[src/rtl/clk_gen_pkg.sv]
// Shared types and constants for the clk_div_gen programmable clock generator.
// The dither LFSR constants are only consumed when CLK_DIV_DITHER_EN is defined.
package clk_gen_pkg;

  localparam int CNT_W_DEF  = 16;
  localparam int MIN_PERIOD = 2;
  localparam int LFSR_W     = 16;

  localparam logic [LFSR_W-1:0] LFSR_SEED = 16'hACE1;
  // Fibonacci taps 16,14,13,11 expressed as bit positions 15,13,12,10.
  localparam logic [LFSR_W-1:0] LFSR_TAPS = 16'hB400;

  typedef enum logic [1:0] {
    ST_IDLE  = 2'd0,
    ST_RUN   = 2'd1,
    ST_DRAIN = 2'd2
  } state_t;

  function automatic logic [LFSR_W-1:0] lfsr_next(input logic [LFSR_W-1:0] s);
    return {s[LFSR_W-2:0], ^(s & LFSR_TAPS)};
  endfunction

endpackage

[src/rtl/clk_gen_lfsr.sv]
// 16-bit Fibonacci LFSR used to add 0/1 cycle period jitter.
// Advances once per asserted step; bit_o is the low state bit.
module clk_gen_lfsr
  import clk_gen_pkg::*;
(
  input  logic clk,
  input  logic rst_n,
  input  logic step,
  output logic bit_o
);

  logic [LFSR_W-1:0] lfsr_q;

  always_ff @(posedge clk) begin
    if (!rst_n) begin
      lfsr_q <= LFSR_SEED;
    end else if (step) begin
      lfsr_q <= lfsr_next(lfsr_q);
    end
  end

  assign bit_o = lfsr_q[0];

endmodule

[src/rtl/clk_div_gen.sv]
// Programmable divided-clock generator with shadowed, boundary-applied config.
// Optional period dither enabled by defining CLK_DIV_DITHER_EN.
//
// state    | meaning
// ---------+------------------------------------------------------------
// ST_IDLE  | stopped, cnt held at 0, outputs low, config applies at once
// ST_RUN   | counting 0..period-1 and wrapping while en is high
// ST_DRAIN | en dropped mid-period; finish this period then go idle
module clk_div_gen
  import clk_gen_pkg::*;
#(
  parameter int CNT_W      = CNT_W_DEF,
  parameter int RST_PERIOD = 2,
  parameter int RST_HIGH   = 1
) (
  input  logic             clk,
  input  logic             rst_n,
  input  logic             en,
  input  logic             cfg_valid,
  output logic             cfg_ready,
  input  logic [CNT_W-1:0] cfg_period,
  input  logic [CNT_W-1:0] cfg_high,
  output logic             clk_out,
  output logic             tick,
  output logic             running
);

  localparam logic [CNT_W-1:0] MIN_PER_C = CNT_W'(MIN_PERIOD);
  localparam logic [CNT_W-1:0] RST_PER_C =
    (RST_PERIOD < MIN_PERIOD) ? CNT_W'(MIN_PERIOD) : CNT_W'(RST_PERIOD);
  localparam logic [CNT_W-1:0] RST_HIGH_C = CNT_W'(RST_HIGH);

  state_t           state, state_nxt;
  logic [CNT_W-1:0] cnt;
  logic [CNT_W-1:0] per_a, high_a;
  logic [CNT_W-1:0] per_s, high_s;
  logic             pend;

  logic             active;
  logic             boundary;
  logic             accept;
  logic             apply;
  logic             dith;
  logic [CNT_W-1:0] per_in;
  logic [CNT_W:0]   per_eff;
  logic [CNT_W:0]   per_last;

`ifdef CLK_DIV_DITHER_EN
  clk_gen_lfsr u_lfsr (
    .clk   (clk),
    .rst_n (rst_n),
    .step  (boundary),
    .bit_o (dith)
  );
`else
  assign dith = 1'b0;
`endif

  assign active    = (state != ST_IDLE);
  assign running   = active;
  assign cfg_ready = !pend;

  assign per_eff  = {1'b0, per_a} + {{CNT_W{1'b0}}, dith};
  assign per_last = per_eff - {{CNT_W{1'b0}}, 1'b1};
  assign boundary = active && ({1'b0, cnt} == per_last);

  assign accept = cfg_valid && !pend;
  // Shadow copies to active only while stopped or on the last count of a
  // period, so a waveform period is never cut short or stretched.
  assign apply  = pend && (!active || boundary);
  assign per_in = (cfg_period < MIN_PER_C) ? MIN_PER_C : cfg_period;

  always_ff @(posedge clk) begin
    if (!rst_n) begin
      state <= ST_IDLE;
    end else begin
      state <= state_nxt;
    end
  end

  always_comb begin
    state_nxt = state;
    case (state)
      ST_IDLE: begin
        if (en) state_nxt = ST_RUN;
      end
      ST_RUN: begin
        if (!en) state_nxt = boundary ? ST_IDLE : ST_DRAIN;
      end
      ST_DRAIN: begin
        if (en)            state_nxt = ST_RUN;
        else if (boundary) state_nxt = ST_IDLE;
      end
      default: state_nxt = ST_IDLE;
    endcase
  end

  always_ff @(posedge clk) begin
    if (!rst_n) begin
      cnt     <= '0;
      per_a   <= RST_PER_C;
      high_a  <= RST_HIGH_C;
      per_s   <= RST_PER_C;
      high_s  <= RST_HIGH_C;
      pend    <= 1'b0;
      clk_out <= 1'b0;
      tick    <= 1'b0;
    end else begin
      if (!active || boundary) begin
        cnt <= '0;
      end else begin
        cnt <= cnt + {{(CNT_W-1){1'b0}}, 1'b1};
      end

      clk_out <= active && (cnt < high_a);
      tick    <= active && (cnt == '0);

      if (apply) begin
        per_a  <= per_s;
        high_a <= high_s;
      end

      // accept and apply are exclusive: accept needs pend low, apply needs it high.
      if (accept) begin
        per_s  <= per_in;
        high_s <= cfg_high;
      end

      pend <= accept || (pend && !apply);
    end
  end

endmodule

[config.mk]
export PLATFORM = sky130hd
export DESIGN_NAME = clk_div_gen
export DESIGN_NICKNAME = d
export VERILOG_FILES = /design/src/rtl/clk_gen_pkg.sv /design/src/rtl/clk_gen_lfsr.sv /design/src/rtl/clk_div_gen.sv
export SDC_FILE = /design/constraint.sdc
export NUM_CORES = 1
export LEC_CHECK = 0
export CORE_MARGIN = 2
export CORE_UTILIZATION = 30
export DETAILED_ROUTE_END_ITERATION = 6
export GPL_TIMING_DRIVEN = 0
export PLACE_DENSITY = 0.53
export SLEW_MARGIN = 20
export SYNTH_ARGS = -nofsm -noshare
export SYNTH_HDL_FRONTEND = slang
export SYNTH_SLANG_ARGS = --single-unit
[constraint.sdc]
create_clock -name clk -period 3.74 [get_ports clk]
set_clock_uncertainty 0.2 [all_clocks]
set_input_delay 0.374 -clock clk [delete_from_list [all_inputs] [get_ports clk]]
set_output_delay 0.374 -clock clk [all_outputs]
set_load 0.01 [all_outputs]
**Word level (Yosys, flattened, before mapping)**

Cells that the tools add are included.
W data, S select, Z words.

- Register bits: 85
- Output and inout port bits: 4

- Add/sub/neg operators: 2
- $lt $le $gt $ge: 2
- Eq/ne operators: 6
- Multiplexer cells: 7
- Bitwise logic cells: 1
- Reductions and logical operators: 16

Operator list:

| operator | number |
|---|---|
| $eq A16 B17 Y1 | 1 |
| $sub A16 B1 Y17 const B | 1 |
| $add A16 B1 Y16 const B | 1 |
| $logic_not A16 Y1 | 1 |
| $lt A16 B16 Y1 | 1 |
| $lt A16 B2 Y1 const B | 1 |
| $mux W16 | 1 |
| $mux W2 | 5 |
| $logic_and A1 B1 Y1 | 6 |
| $pmux W2 S3 | 1 |
| $ne A2 B2 Y1 const B | 2 |
| $logic_not A1 Y1 | 3 |
| $ne A3 B3 Y1 const B | 1 |
| $reduce_and A3 Y1 | 1 |
| $eq A2 B1 Y1 const B | 1 |
| $eq A2 B2 Y1 const B | 1 |
| $logic_not A2 Y1 | 1 |
| $logic_or A1 B1 Y1 | 2 |
| $reduce_bool A2 Y1 | 1 |
| $reduce_or A2 Y1 | 1 |
| $not A1 Y1 | 1 |

**Logic depth before layout (Yosys ltp)**

- Word-level depth: 8
- Gate-level depth with buffers: 11
- Gate-level depth less buffers: 9

**Worst setup path before layout**

Ideal clock, no wire load.

- Path type: register -> register
- Start: register per_a[6]
- End: register high_a[10]
- Arrival: 2.807 ns
- Setup slack: 0.661 ns
- Cell stages (with the launch flop): 10
- Buffers on the path: 2
- Period minus slack after synthesis: 3.079 ns
- Cell sequence: dfxtp_1 buf_6 or4_4 or3_1 a2111o_1 a2111oi_4 a41oi_4 nor2_8 buf_12 mux2i_1

- Cells in the longest elaborated chain, start to end: 5

Ends and longest elaborated chain:

| what | line | text |
|---|---|---|
| from (decl) | clk_div_gen.sv:35 | `logic [CNT_W-1:0] per_a, high_a;` |
| from (signal assigned) | clk_div_gen.sv:119 | `per_a <= per_s;` |
| $sub A16 B1 Y17 | clk_div_gen.sv:64 | `assign per_last = per_eff - {{CNT_W{1'b0}}, 1'b1};` |
| $eq A16 B17 Y1 | clk_div_gen.sv:65 | `assign boundary = active && ({1'b0, cnt} == per_last);` |
| $logic_and A1 B1 Y1 | clk_div_gen.sv:65 |  |
| $logic_or A1 B1 Y1 | clk_div_gen.sv:70 | `assign apply = pend && (!active \|\| boundary);` |
| $logic_and A1 B1 Y1 | clk_div_gen.sv:70 |  |
| to (signal assigned) | clk_div_gen.sv:120 | `high_a <= high_s;` |
| to (decl) | clk_div_gen.sv:35 |  |

No other way between the ends.
A chain may end at the register's enable or synchronous reset.

**Worst setup path after layout**

- Start: register per_a[6]
- End: register high_a[4]

Same word-level chain as after synthesis.

==> impl_metrics.ini <==
[status]
outcome = complete, no violations

[logic_synthesis]
yosys_register_bits = 85
synthXorXnorAreaFrac_pct = 6.64
synthMuxAreaShare_pct = 6.90
synth_compound_area_share_pct = 12.3
synth-simple-area-share_pct = 24.0
synth-seq-area-share_pct = 39.1
syn-num-nets = 567
syn-cell-area_sq_um = 4350
yosys-top-cells-area = dfxtp_1 39%, nand2_1 12%, mux2i_1 6.9%
synth_top_family_by_area = simple AND/OR/NAND/NOR gates
synth_warnings = 0
syn_area_per_cell_sq_um = 8.48
postSynthCellCount = 513
synthAdderAreaFrac_pct = 5.18
synth_cell_types = 52
ys_async_sr_fraction_pct = 0
ys.flop_type = dfxtp_1
netlist.area_leader.share_pct = 39.1
synth_edf_count = 0
yosysTopAreaCell = dfxtp_1

[final_layout]
area_growth_syn_to_layout_pct = 20.7
n_antenna_cell = 0
final_common_cell = nand2_1
drive_gt1_share_pct = 5.47
fill_cells = 1482
instances_no_fill = 751
register_area_sq_um = 1700
finalNetCount = 616
final_cell_mix = 134 x nand2_1, 85 x dfxtp_1, 38 x clkdlybuf4s50_1, 30 x mux2i_1, 29 x a21boi_0
multi_input_area_sq_um = 2390
final_util_pct = 36.5

[drt]
ant_nets = 0
drcViolationCount = 0
viasPerCell = 4.75
drt_iter0_drc = 145
routed_wl_mm = 10.3
wl_per_cell_um = 13.8
drt_pass1_iterations = 4
dr_total_vias = 3567

[critical_path]
worstPathMaxFanout = 10
slowest_stage = or4_4
end_kind = flip-flop
path_cells = buf_6 > or4_4 > or3_1 > a2111o_1 > a2111oi_4 > a41oi_4 > nor2_8 > buf_12 > mux2i_1
critPathRequiredTime_ps = 3800
start_kind = flip-flop
path_class = flip-flop to flip-flop
slowest_delay_ps = 550
r2r_setup_slack_ps = 390
crit_arrival_ps = 3410

[cts]
postCtsSetupBuffers = 0
cts-resized-gates = 0
htreeDepth = 3
clkLatencyLatePin_ps = 340
cts-root-buf = clkbuf_16
clk_path_buf_depth = 2
postCtsHoldBufs = 0
cts_tree = done
clkTransAtPathRegs_ps = 60
clock-sinks = 85
cts_buffers = 9

[grt]
grt_pass1_vias = 3593
grt_antenna_before_repair = 0
grt_pass1_wl_mm = 17.7
grt_max_degree = 14
track_usage_pct = 14.1
overflow = 0

[placement]
dp.cells = 735
dp_slack_ps = 408
io_buffers = 38
hpwl_mm = 8.11
place.gp.congestion = 0.820

[sta]
setup_viol = 0
slew_headroom_pct = 57.0
max_freq_ghz = 0.299
fin_crit_ps = 3350
rsz0062_at_grt = no
slew_viol_final = 0
fin_crit_sh_pct = 89.5
hold_violations = 0
fin_setup_tns_ps = 0
fin_ws_ps = 395
worst_slew_pin_slew_ps = 640

[pwr]
ir_drop_v = 0.000156
total_power_mw = 2.05
powerDensity_nw_per_um2 = 390
p_leak_nw = 1.90

[hold_path]
hold_class = flip-flop to flip-flop

[floorplan]
core_sq_um = 14400
initial_core_util_pct = 30.3
ioPinCount = 40
die_x_um = 124
die_h_um = 124
num_rows = 44
die_area_sq_um = 15500

[run]
maxCapViolCount = 0
[flip-flops by register name, indices dropped and copies added (netlist names)]
register  flops
clk_out       1
cnt          16
high_a       16
high_s       16
pend          1
per_a        16
per_s        16
state         2
tick          1
[critical path, delay by kind of cell (launching register included)]
family,cells,cell delay (ps)
simple gates,3,1130
compound gates,3,1110
flops,1,310
buf+inv,2,290
mux,1,210
[cells by family (layout without fill, tap and decap cells)]
logic type                 after synthesis  after routing
AOI/OAI and AO/OA                       68             68
xor gates and xnor gates                33             33
adders and majority gates               18             18
buffers and inverters                   53            107
DFF                                     85             85
muxes                                   30             30
and+or+nand+nor                        226            226
[per-stage QoR]
step	hold WS (ps)	cell area, sq um
detailed placement	248	4960
floorplan	226	4350
global route	274	5250
finish	256	5250
global placement	239	4960
CTS	260	5250
[Yosys cell counts (all sizes together), types with 2 or more instances]
cell / number
nand4: 9
o2111ai: 2
dfxtp: 85
nor3b: 2
nor4: 10
inv: 23
a21boi: 29
xor2: 13
nor3: 7
or3: 2
nand3: 9
or4: 4
nand2b: 3
o21ai: 6
buf: 7
nor2: 27
and4: 3
nor2b: 5
nand2: 134
o211ai: 2
a2111o: 2
a211oi: 3
a21o: 5
nand4b: 2
ha: 18
and3: 4
xnor2: 20
clkbuf: 22
o21ba: 2
o22ai: 2
a21oi: 8
mux2i: 30
[where the power goes]
part	total (mW)	switching, mW	internal (mW)
registers	0.960	0.0221	0.938
logic	0.231	0.120	0.111
clock network	0.859	0.355	0.503
[path summary, 6_finish.rpt]
kind / start / end / cells past startpoint
setup / recovery: per_a[6]$_SDFFE_PN0P_ / high_a[4]$_SDFFE_PN0P_ / 9
hold / removal: high_a[8]$_SDFFE_PN0P_ / high_a[8]$_SDFFE_PN0P_ / 2
setup reg to reg: per_a[6]$_SDFFE_PN0P_ / high_a[4]$_SDFFE_PN0P_ / 9
hold reg to reg: high_a[8]$_SDFFE_PN0P_ / high_a[8]$_SDFFE_PN0P_ / 2
[per-layer routing]
layer / GRT usage, % / up-vias / wire length, um
met1: 18.4 / 1651 / 5080
met5: 0 / - / 0
met4: 5.62 / 0 / 215
li1: - / 1839 / -
met3: 2.75 / 16 / 284
met2: 22.9 / 61 / 4750
[final cells by class]
| cell class | instances | area share [%] |
|---|---|---|
| Clock buffer | 13 | 5.15 |
| Buffer | 29 | 3.19 |
| Tap cell | 184 | 4.38 |
| Clock inverter | 3 | 0.357 |
| Timing Repair Buffer | 38 | 7.24 |
| Inverter | 24 | 1.72 |
| Multi-Input combinational cell | 375 | 45.6 |
| Sequential cell | 85 | 32.4 |
Note: power is estimated with default switching activity, not from simulation.
